$ cat src/rtl/gray_seq_ctrl.sv
// gray_seq_ctrl
//   Sequencer for the binary-to-Gray datapath. Holds a WIDTH-bit binary count,
//   steps it up or down on each accepted beat, and presents the registered
//   Gray-coded value (g = b ^ (b >> 1)) to a downstream consumer.
//   Supports load, start/stop, and either wrap-around or one-shot operation.
//
//   Optional feature macro: GRAY_SEQ_CHECK_EN
//     When defined, adds the sticky err output plus a register of the last
//     transferred Gray value; err sets if two consecutive transferred Gray
//     values within one run differ by other than exactly one bit.
//
// Ports
//   clk        in   rising-edge clock
//   rst_n      in   asynchronous active-low reset
//   start      in   begin sequencing (IDLE only)
//   stop       in   end sequencing (RUN only, priority over start)
//   load       in   load load_val into the count (IDLE only)
//   load_val   in   [WIDTH-1:0] binary load value
//   dir_up     in   1 = increment, 0 = decrement (sampled per transfer)
//   mode_wrap  in   1 = wrap at terminal, 0 = one-shot (sampled per transfer)
//   out_ready  in   consumer ready
//   out_valid  out  gray_out/bin_out valid
//   gray_out   out  [WIDTH-1:0] registered Gray value of bin_out
//   bin_out    out  [WIDTH-1:0] registered binary count
//   busy       out  high in RUN
//   done       out  one-cycle pulse when a one-shot run completes
//   err        out  sticky Gray-adjacency error (GRAY_SEQ_CHECK_EN only)
//
// Handshake: a beat transfers on a rising edge where out_valid & out_ready.
// While out_valid is high and no transfer occurs, gray_out/bin_out/out_valid
// hold stable. out_valid never depends combinationally on out_ready.

module gray_seq_ctrl #(
  parameter int WIDTH = 3
) (
  input  logic             clk,
  input  logic             rst_n,
  input  logic             start,
  input  logic             stop,
  input  logic             load,
  input  logic [WIDTH-1:0] load_val,
  input  logic             dir_up,
  input  logic             mode_wrap,
  input  logic             out_ready,
  output logic             out_valid,
  output logic [WIDTH-1:0] gray_out,
  output logic [WIDTH-1:0] bin_out,
  output logic             busy,
`ifdef GRAY_SEQ_CHECK_EN
  output logic             done,
  output logic             err
`else
  output logic             done
`endif
);

  typedef enum logic [1:0] {
    S_IDLE = 2'd0,
    S_RUN  = 2'd1,
    S_DONE = 2'd2
  } state_t;

  localparam logic [WIDTH-1:0] MAX_VAL = '1;

  state_t           state;
  logic             xfer;
  logic             at_terminal;
  logic [WIDTH-1:0] bin_step;

  function automatic logic [WIDTH-1:0] to_gray(input logic [WIDTH-1:0] b);
    return b ^ (b >> 1);
  endfunction

  // The wrap cases (MAX+1 -> 0, 0-1 -> MAX) fall out of modular arithmetic.
  always_comb begin
    xfer        = out_valid & out_ready;
    at_terminal = dir_up ? (bin_out == MAX_VAL) : (bin_out == '0);
    bin_step    = dir_up ? (bin_out + 1'b1) : (bin_out - 1'b1);
  end

  // gray_out is always loaded from the same value as bin_out on the same edge,
  // so the two outputs never disagree.
  always_ff @(posedge clk or negedge rst_n) begin
    if (!rst_n) begin
      state     <= S_IDLE;
      bin_out   <= '0;
      gray_out  <= '0;
      out_valid <= 1'b0;
      busy      <= 1'b0;
      done      <= 1'b0;
    end else begin
      case (state)
        S_IDLE: begin
          done <= 1'b0;
          if (load) begin
            bin_out  <= load_val;
            gray_out <= to_gray(load_val);
          end
          if (start) begin
            state     <= S_RUN;
            out_valid <= 1'b1;
            busy      <= 1'b1;
          end
        end
        S_RUN: begin
          // A beat accepted in the same cycle as stop still completes.
          if (xfer) begin
            if (at_terminal && !mode_wrap) begin
              // One-shot end: count holds the terminal value.
              state     <= S_DONE;
              out_valid <= 1'b0;
              busy      <= 1'b0;
              done      <= 1'b1;
            end else begin
              bin_out  <= bin_step;
              gray_out <= to_gray(bin_step);
            end
          end
          if (stop) begin
            state     <= S_IDLE;
            out_valid <= 1'b0;
            busy      <= 1'b0;
            done      <= 1'b0;
          end
        end
        S_DONE: begin
          state <= S_IDLE;
          done  <= 1'b0;
        end
        default: begin
          state     <= S_IDLE;
          out_valid <= 1'b0;
          busy      <= 1'b0;
          done      <= 1'b0;
        end
      endcase
    end
  end

`ifdef GRAY_SEQ_CHECK_EN
  logic [WIDTH-1:0] last_gray;
  logic             have_last;

  // have_last is cleared on every start so the first beat of a run is
  // never compared against the tail of the previous run.
  always_ff @(posedge clk or negedge rst_n) begin
    if (!rst_n) begin
      last_gray <= '0;
      have_last <= 1'b0;
      err       <= 1'b0;
    end else begin
      if (state == S_IDLE && start) begin
        have_last <= 1'b0;
      end else if (state == S_RUN && xfer) begin
        if (have_last && ($countones(gray_out ^ last_gray) != 1)) begin
          err <= 1'b1;
        end
        last_gray <= gray_out;
        have_last <= 1'b1;
      end
    end
  end
`endif

endmodule
$ cat config.mk
export PLATFORM = sky130hd
export DESIGN_NAME = gray_seq_ctrl
export DESIGN_NICKNAME = d
export VERILOG_FILES = /design/src/rtl/gray_seq_ctrl.sv
export SDC_FILE = /design/constraint.sdc
export NUM_CORES = 1
export LEC_CHECK = 0
export BUFFER_PORTS_ARGS = -buffer_cell sky130_fd_sc_hd__buf_4
export CAP_MARGIN = 20
export CORE_AREA = 2 2 44 46
export CTS_BUF_LIST = sky130_fd_sc_hd__clkbuf_8
export CTS_CLUSTER_DIAMETER = 80
export DETAILED_ROUTE_END_ITERATION = 12
export DIE_AREA = 0 0 46 48
export SKIP_CTS_REPAIR_TIMING = 1
export SLEW_MARGIN = 10
export SYNTH_ARGS = -nofsm -noshare
export SYNTH_HDL_FRONTEND = slang
export SYNTH_SLANG_ARGS = --single-unit
$ cat constraint.sdc
create_clock -name clk -period 1.9 [get_ports clk]
set_input_delay 0.285 -clock clk [delete_from_list [all_inputs] [get_ports clk]]
set_output_delay 0.285 -clock clk [all_outputs]
set_load 0.01 [all_outputs]
==> flow_summary_export.csv, run 1 <==
group,metric,value,unit
die,die_area,2208,um2
place,place.gp.congestion,0.7899,
cts,cts_made_buffers,3,
finish,multi_input_comb_area,334.1,um2
die,io_pins,20,
synthesis,syn-num-nets,70,
timing,finalSetupTns,0,ns
cts,clockBufferDepth,2,
critical_path,cp.required,2.01,ns
synthesis,ys_warn_count,0,
finish,final_net_count,94,
cts,cts.clk_slew.worst_paths,0.05,ns
die,num_rows,15,
synthesis,ys_top_cells_by_area,"dfrtp_1 38%, xnor2_1 7.4%, mux2i_1 6.8%",
critical_path,crit_path_start_kind,"flip-flop",
die,start_util,0.3489,
critical_path,rrSetupSlack,0.16,ns
timing,rsz0062_at_grt,"false",
route,viasPerCell,5.214,
synthesis,synth_top_area_frac,0.3822,
die,core,1689,um2
global_route,antenna_found_initial,0,
route,drt_iter0_markers,8,
finish,final_core_util,0.4793,
place,port_buffers,19,
die,die_y,48,um
cts,clockRootBuffer,"clkbuf_8",
min_path,min_from,"start",
synthesis,ys_seq_elements,9,
global_route,first_global_vias,459,
min_path,hold_class,"input port to flip-flop",
place,post-dp-hpwl,991.3,um
synthesis,ys_seq_area_frac,0.3822,
cts,cts_tree,"built",
run_status,outcome,"finished, final reports clean",
timing,hold_viol,0,
synthesis,synth_area_per_cell,10.16,um2
route,postRouteAntennaNets,0,
synthesis,synth_top_area_cell,"dfrtp_1",
run,maxCapViolCount,0,
route,drc,0,
timing,fmax,0.5743,GHz
synthesis,synth_cell_types,27,
global_route,grt_pass1_wl,2097,um
timing,clock_skew,0.002840,ns
finish,syn_to_final_growth,37.37,%
finish,diodes,0,
place,placed_area,745.7,um2
cts,htreeDepth,1,
pwr,leakage,0.3841,nW
timing,finalSetupViolations,0,
cts,cts.sinks,9,
route,drt_wl_total,1287,um
route,wl_per_cell,13.13,um
critical_path,cp.arrival,1.86,ns
min_path,whs_path_depth,3,
critical_path,r2r_cells,6,
critical_path,endpoint_kind,"flip-flop",
pwr,power_density,1644,nW/um2
die,dieWidth,46,um
route,drt_first_pass_iters,4,
finish,drive_gt1_frac,0.3951,
global_route,grtUsageTotal,0.1514,
global_route,overflow,0,
timing,fin_crit_sh,0.9165,
timing,slew_headroom,0.8021,
finish,filler_cell_count,168,
timing,worstMarginPinSlew,0.2962,ns
critical_path,timing.rr.end,"gray_out[2]",
pwr,ir_worst_vdd,0.0006297,V
synthesis,syn_area,589.3,um2
cts,clkLatencyLatePin,0.24,ns
global_route,grt_max_degree,10,
pwr,p_total,1.331,mW
finish,design_area,809.5,um2
min_path,min_delay_worst_endpoint,"state[0]",
finish,register_area,226.5,um2
route,vias,511,
critical_path,crit_fanout,5,
synthesis,syn_inst,58,
timing,finalMaxSlewViolations,0,
critical_path,path_class,"flip-flop to flip-flop",
timing,fin_crit,1.741,ns
critical_path,timing.rr.start,"bin_out[0]",
## worst max-delay path by stage
stage,from,endpoint,slack [ns]
4_1_cts,bin_out[0],gray_out[2],0.08
2_1_floorplan,bin_out[0],gray_out[2],0.16
3_3_place_gp,bin_out[0],gray_out[2],0.12
5_1_grt,bin_out[0],gray_out[2],0.04
6_report,bin_out[0],gray_out[2],0.16
3_5_place_dp,bin_out[0],gray_out[2],0.09
## layout by cell type, fill, tap and decap left out, types with 2 or more instances in the layout
master    instances
inv_1             7
mux2i_1           4
o21ai_0           2
xnor2_1           4
clkbuf_8          3
dfrtp_1           8
nand3_1           2
nor2_1            4
buf_4            20
a21oi_1           5
nand2_1           2
## per-stage QoR
| step | std cells | hold slack [ns] | setup slack (ns) |
|---|---|---|---|
| 6_report | 98 | 0.3326 | 0.1587 |
| 5_1_grt | 98 | 0.3437 | 0.04225 |
| 4_1_cts | 97 | -0.1418 | 0.07818 |
| 3_5_place_dp | 93 | 0.1219 | 0.08868 |
| 3_3_place_gp | 93 | 0.1199 | 0.1238 |
| 2_1_floorplan | 58 | -0.01059 | 0.1615 |
## logic make-up after synthesis
group / Yosys count / synth area share
buffers and inverters: 8 / 0.06368
muxes: 5 / 0.09341
AOI/OAI and AO/OA: 12 / 0.1401
xor gates and xnor gates: 6 / 0.08917
and+or+nand+nor: 17 / 0.1975
DFF: 9 / 0.3822
adders and majority gates: 1 / 0.03397
## flip-flops by register name, indices dropped and copies added, names as in the netlist
signal    flops
state         2
bin_out       2
done          1
gray_out      3
busy          1
## synth_stat cells (all sizes together)
cell type / count
o21ai: 2
buf: 2
and2: 1
nand2: 3
xnor2: 5
dfrtp: 9
xor2: 1
or3b: 1
a32oi: 1
nand4: 2
o31ai: 1
or4: 1
nor2b: 1
a21oi: 5
nand2b: 1
inv: 6
nand3: 2
a2111oi: 1
fa: 1
mux2i: 4
mux2: 1
a31oi: 1
and2b: 1
nor2: 4
a21o: 1
## final cells by class
class,instances,area share
clock inverter,1,0.004637
sequential,9,0.2798
timing repair buffer,21,0.1978
clock buffer,3,0.05100
tap,17,0.02628
multi-input combinational,41,0.4127
inverter,6,0.02782
## routing by layer
metal  vias up  wire, um  track usage  part of all wire
li1        248         -            -                 -
met1       241       532       0.1609              0.41
met2        17       606       0.2250              0.47
met3         5        79      0.04528             0.061
met4         0        68       0.1714             0.053
met5         -         0            0                 0
## critical path, cell delays in order, from the launching register on
cell and delay [ns]:
dfrtp_2 0.40, inv_1 0.09, fa_1 0.43, xnor2_2 0.17
nand3_1 0.09, o31ai_1 0.06, or3b_1 0.37
## report_power, final
group / switching (mW) / internal [mW]
clock: 0.0817 / 0.141
sequential: 0.0736 / 0.276
combinational: 0.365 / 0.394
total: 0.520 / 0.811
No activity file was read; power rests on OpenSTA's default activity.
==> run 2, diff against run 1 <==
--- a/config.mk
+++ b/config.mk
@@ -7,11 +7,12 @@
 export LEC_CHECK = 0
 export BUFFER_PORTS_ARGS = -buffer_cell sky130_fd_sc_hd__buf_4
 export CAP_MARGIN = 20
-export CORE_AREA = 2 2 44 46
+export CORE_AREA = 2 2 42 44
 export CTS_BUF_LIST = sky130_fd_sc_hd__clkbuf_8
 export CTS_CLUSTER_DIAMETER = 80
 export DETAILED_ROUTE_END_ITERATION = 12
-export DIE_AREA = 0 0 46 48
+export DIE_AREA = 0 0 44 46
+export PLACE_DENSITY = 0.62
 export SKIP_CTS_REPAIR_TIMING = 1
 export SLEW_MARGIN = 10
 export SYNTH_ARGS = -nofsm -noshare
==> flow_summary_export.csv, run 2 (synthesized netlist as in run 1, its figures left out) <==
group,metric,value,unit
finish,final_net_count,95,
timing,finalSetupViolations,0,
timing,slew_headroom,0.7839,
timing,fin_crit,1.723,ns
die,io_pins,20,
critical_path,cp_num_buf_inv,1,
timing,hold_viol,0,
critical_path,timing.rr.start,"bin_out[0]",
cts,cts_made_buffers,3,
cts,cts.sinks,9,
route,viasPerCell,4.859,
cts,clockBufferDepth,2,
die,num_rows,15,
min_path,min_delay_worst_endpoint,"state[0]",
critical_path,cp.required,2.02,ns
global_route,grt_max_degree,10,
min_path,whs_path_depth,3,
timing,worstMarginPinSlew,0.3218,ns
finish,largest_register_ffs,3,
pwr,leakage,0.3828,nW
cts,cts.clk_slew.worst_paths,0.05,ns
timing,rsz0062_at_grt,"false",
cts,cts_tree,"built",
global_route,overflow,0,
min_path,min_from,"start",
die,start_util,0.3651,
pwr,power_density,1664,nW/um2
critical_path,slowest_stage,"fa_1",
route,drt_first_pass_iters,1,
place,port_buffers,19,
critical_path,crit_path_start_kind,"flip-flop",
route,drt_iter0_markers,0,
finish,top_register,"gray_out",
timing,fin_crit_sh,0.9066,
critical_path,r2r_cells,6,
route,postRouteAntennaNets,0,
route,wl_per_cell,12.30,um
route,drt_wl_total,1218,um
run_status,outcome,"finished, final reports clean",
timing,fmax,0.5805,GHz
finish,final_cell_mix,"21 x buf_4, 9 x dfrtp_1, 6 x inv_1, 5 x a21oi_1, 5 x xnor2_1",
min_path,hold_class,"input port to flip-flop",
route,vias,481,
finish,syn_to_final_growth,37.37,%
critical_path,timing.rr.end,"gray_out[0]",
die,core,1614,um2
critical_path,crit_chain,"inv_1 > fa_1 > xor2_1 > nand2_1 > o21ai_0 > mux2_4",
timing,clock_skew,0.005203,ns
place,place.gp.congestion,0.7005,
die,die_area,2024,um2
timing,finalMaxSlewViolations,0,
global_route,first_global_vias,474,
cts,clkLatencyLatePin,0.24,ns
cts,clockRootBuffer,"clkbuf_8",
finish,design_area,809.5,um2
global_route,antenna_found_initial,0,
global_route,grtUsageTotal,0.1446,
die,dieWidth,44,um
die,die_y,46,um
critical_path,critPathTopFamily,"adder cells",
finish,reg.largest.list,"gray_out x3, bin_out x2, state x2",
cts,htreeDepth,1,
critical_path,max_stage_delay,0.50,ns
run,maxCapViolCount,0,
pwr,ir_worst_vdd,0.0006088,V
route,drc,0,
timing,finalSetupTns,0,ns
critical_path,crit_fanout,3,
finish,final_core_util,0.5016,
critical_path,rrSetupSlack,0.18,ns
finish,final_common_cell,"buf_4",
critical_path,cp.arrival,1.84,ns
critical_path,path_class,"flip-flop to flip-flop",
critical_path,endpoint_kind,"flip-flop",
place,placed_area,753.2,um2
finish,diodes,0,
critical_path,crit_cells,6,
finish,drive_gt1_frac,0.3902,
global_route,grt_pass1_wl,2035,um
place,post-dp-hpwl,945.2,um
run 2: metal layers:
metal / global-route usage / vias to the layer above / wire (um)
met5: 0 / - / 0
met4: 0.07273 / 0 / 19
met3: 0.04762 / 2 / 52
met2: 0.2353 / 11 / 588
met1: 0.1703 / 221 / 558
li1: - / 247 / -
run 2: where the power goes:
group / total (mW) / leakage, nW / internal, mW / switching, mW
clock network: 0.230 / 0.0255 / 0.144 / 0.0859
registers: 0.335 / 0.111 / 0.273 / 0.0618
logic: 0.783 / 0.246 / 0.399 / 0.384
total: 1.35 / 0.383 / 0.816 / 0.531
run 2: cell type report:
| class | count | area [um2] |
|---|---|---|
| fill | 159 | 804.5 |
| multi-input combinational | 41 | 326.6 |
| sequential | 9 | 225.2 |
| timing repair buffer | 22 | 167.7 |
| clock buffer | 3 | 41.29 |
| inverter | 6 | 22.52 |
| tap | 17 | 21.27 |
| clock inverter | 1 | 5.005 |
run 2: stage by stage:
stage          setup slack [ns]  hold slack, ns  power [mW]  cells
2_1_floorplan            0.1615        -0.01059      0.8739     58
3_3_place_gp             0.2116          0.1177       1.115     94
3_5_place_dp             0.1784          0.1204       1.116     94
4_1_cts                  0.1739         -0.1355       1.360     98
5_1_grt                 0.08652          0.3448       1.461     99
6_report                 0.1774          0.3318       1.347     99
run 2: worst max path at each step:
stage / from / to
after floorplan: bin_out[0] / gray_out[2]
after global placement: bin_out[0] / gray_out[0]
after detailed placement: dir_up / gray_out[2]
after CTS: bin_out[0] / gray_out[0]
after global routing: bin_out[0] / gray_out[1]
final: bin_out[0] / gray_out[0]
run 2: worst register-to-register path: stages (launching register included):
cell     delay (ns)
dfrtp_1        0.38
inv_1          0.13
fa_1           0.50
xor2_1         0.20
nand2_1        0.07
o21ai_0        0.08
mux2_4         0.26
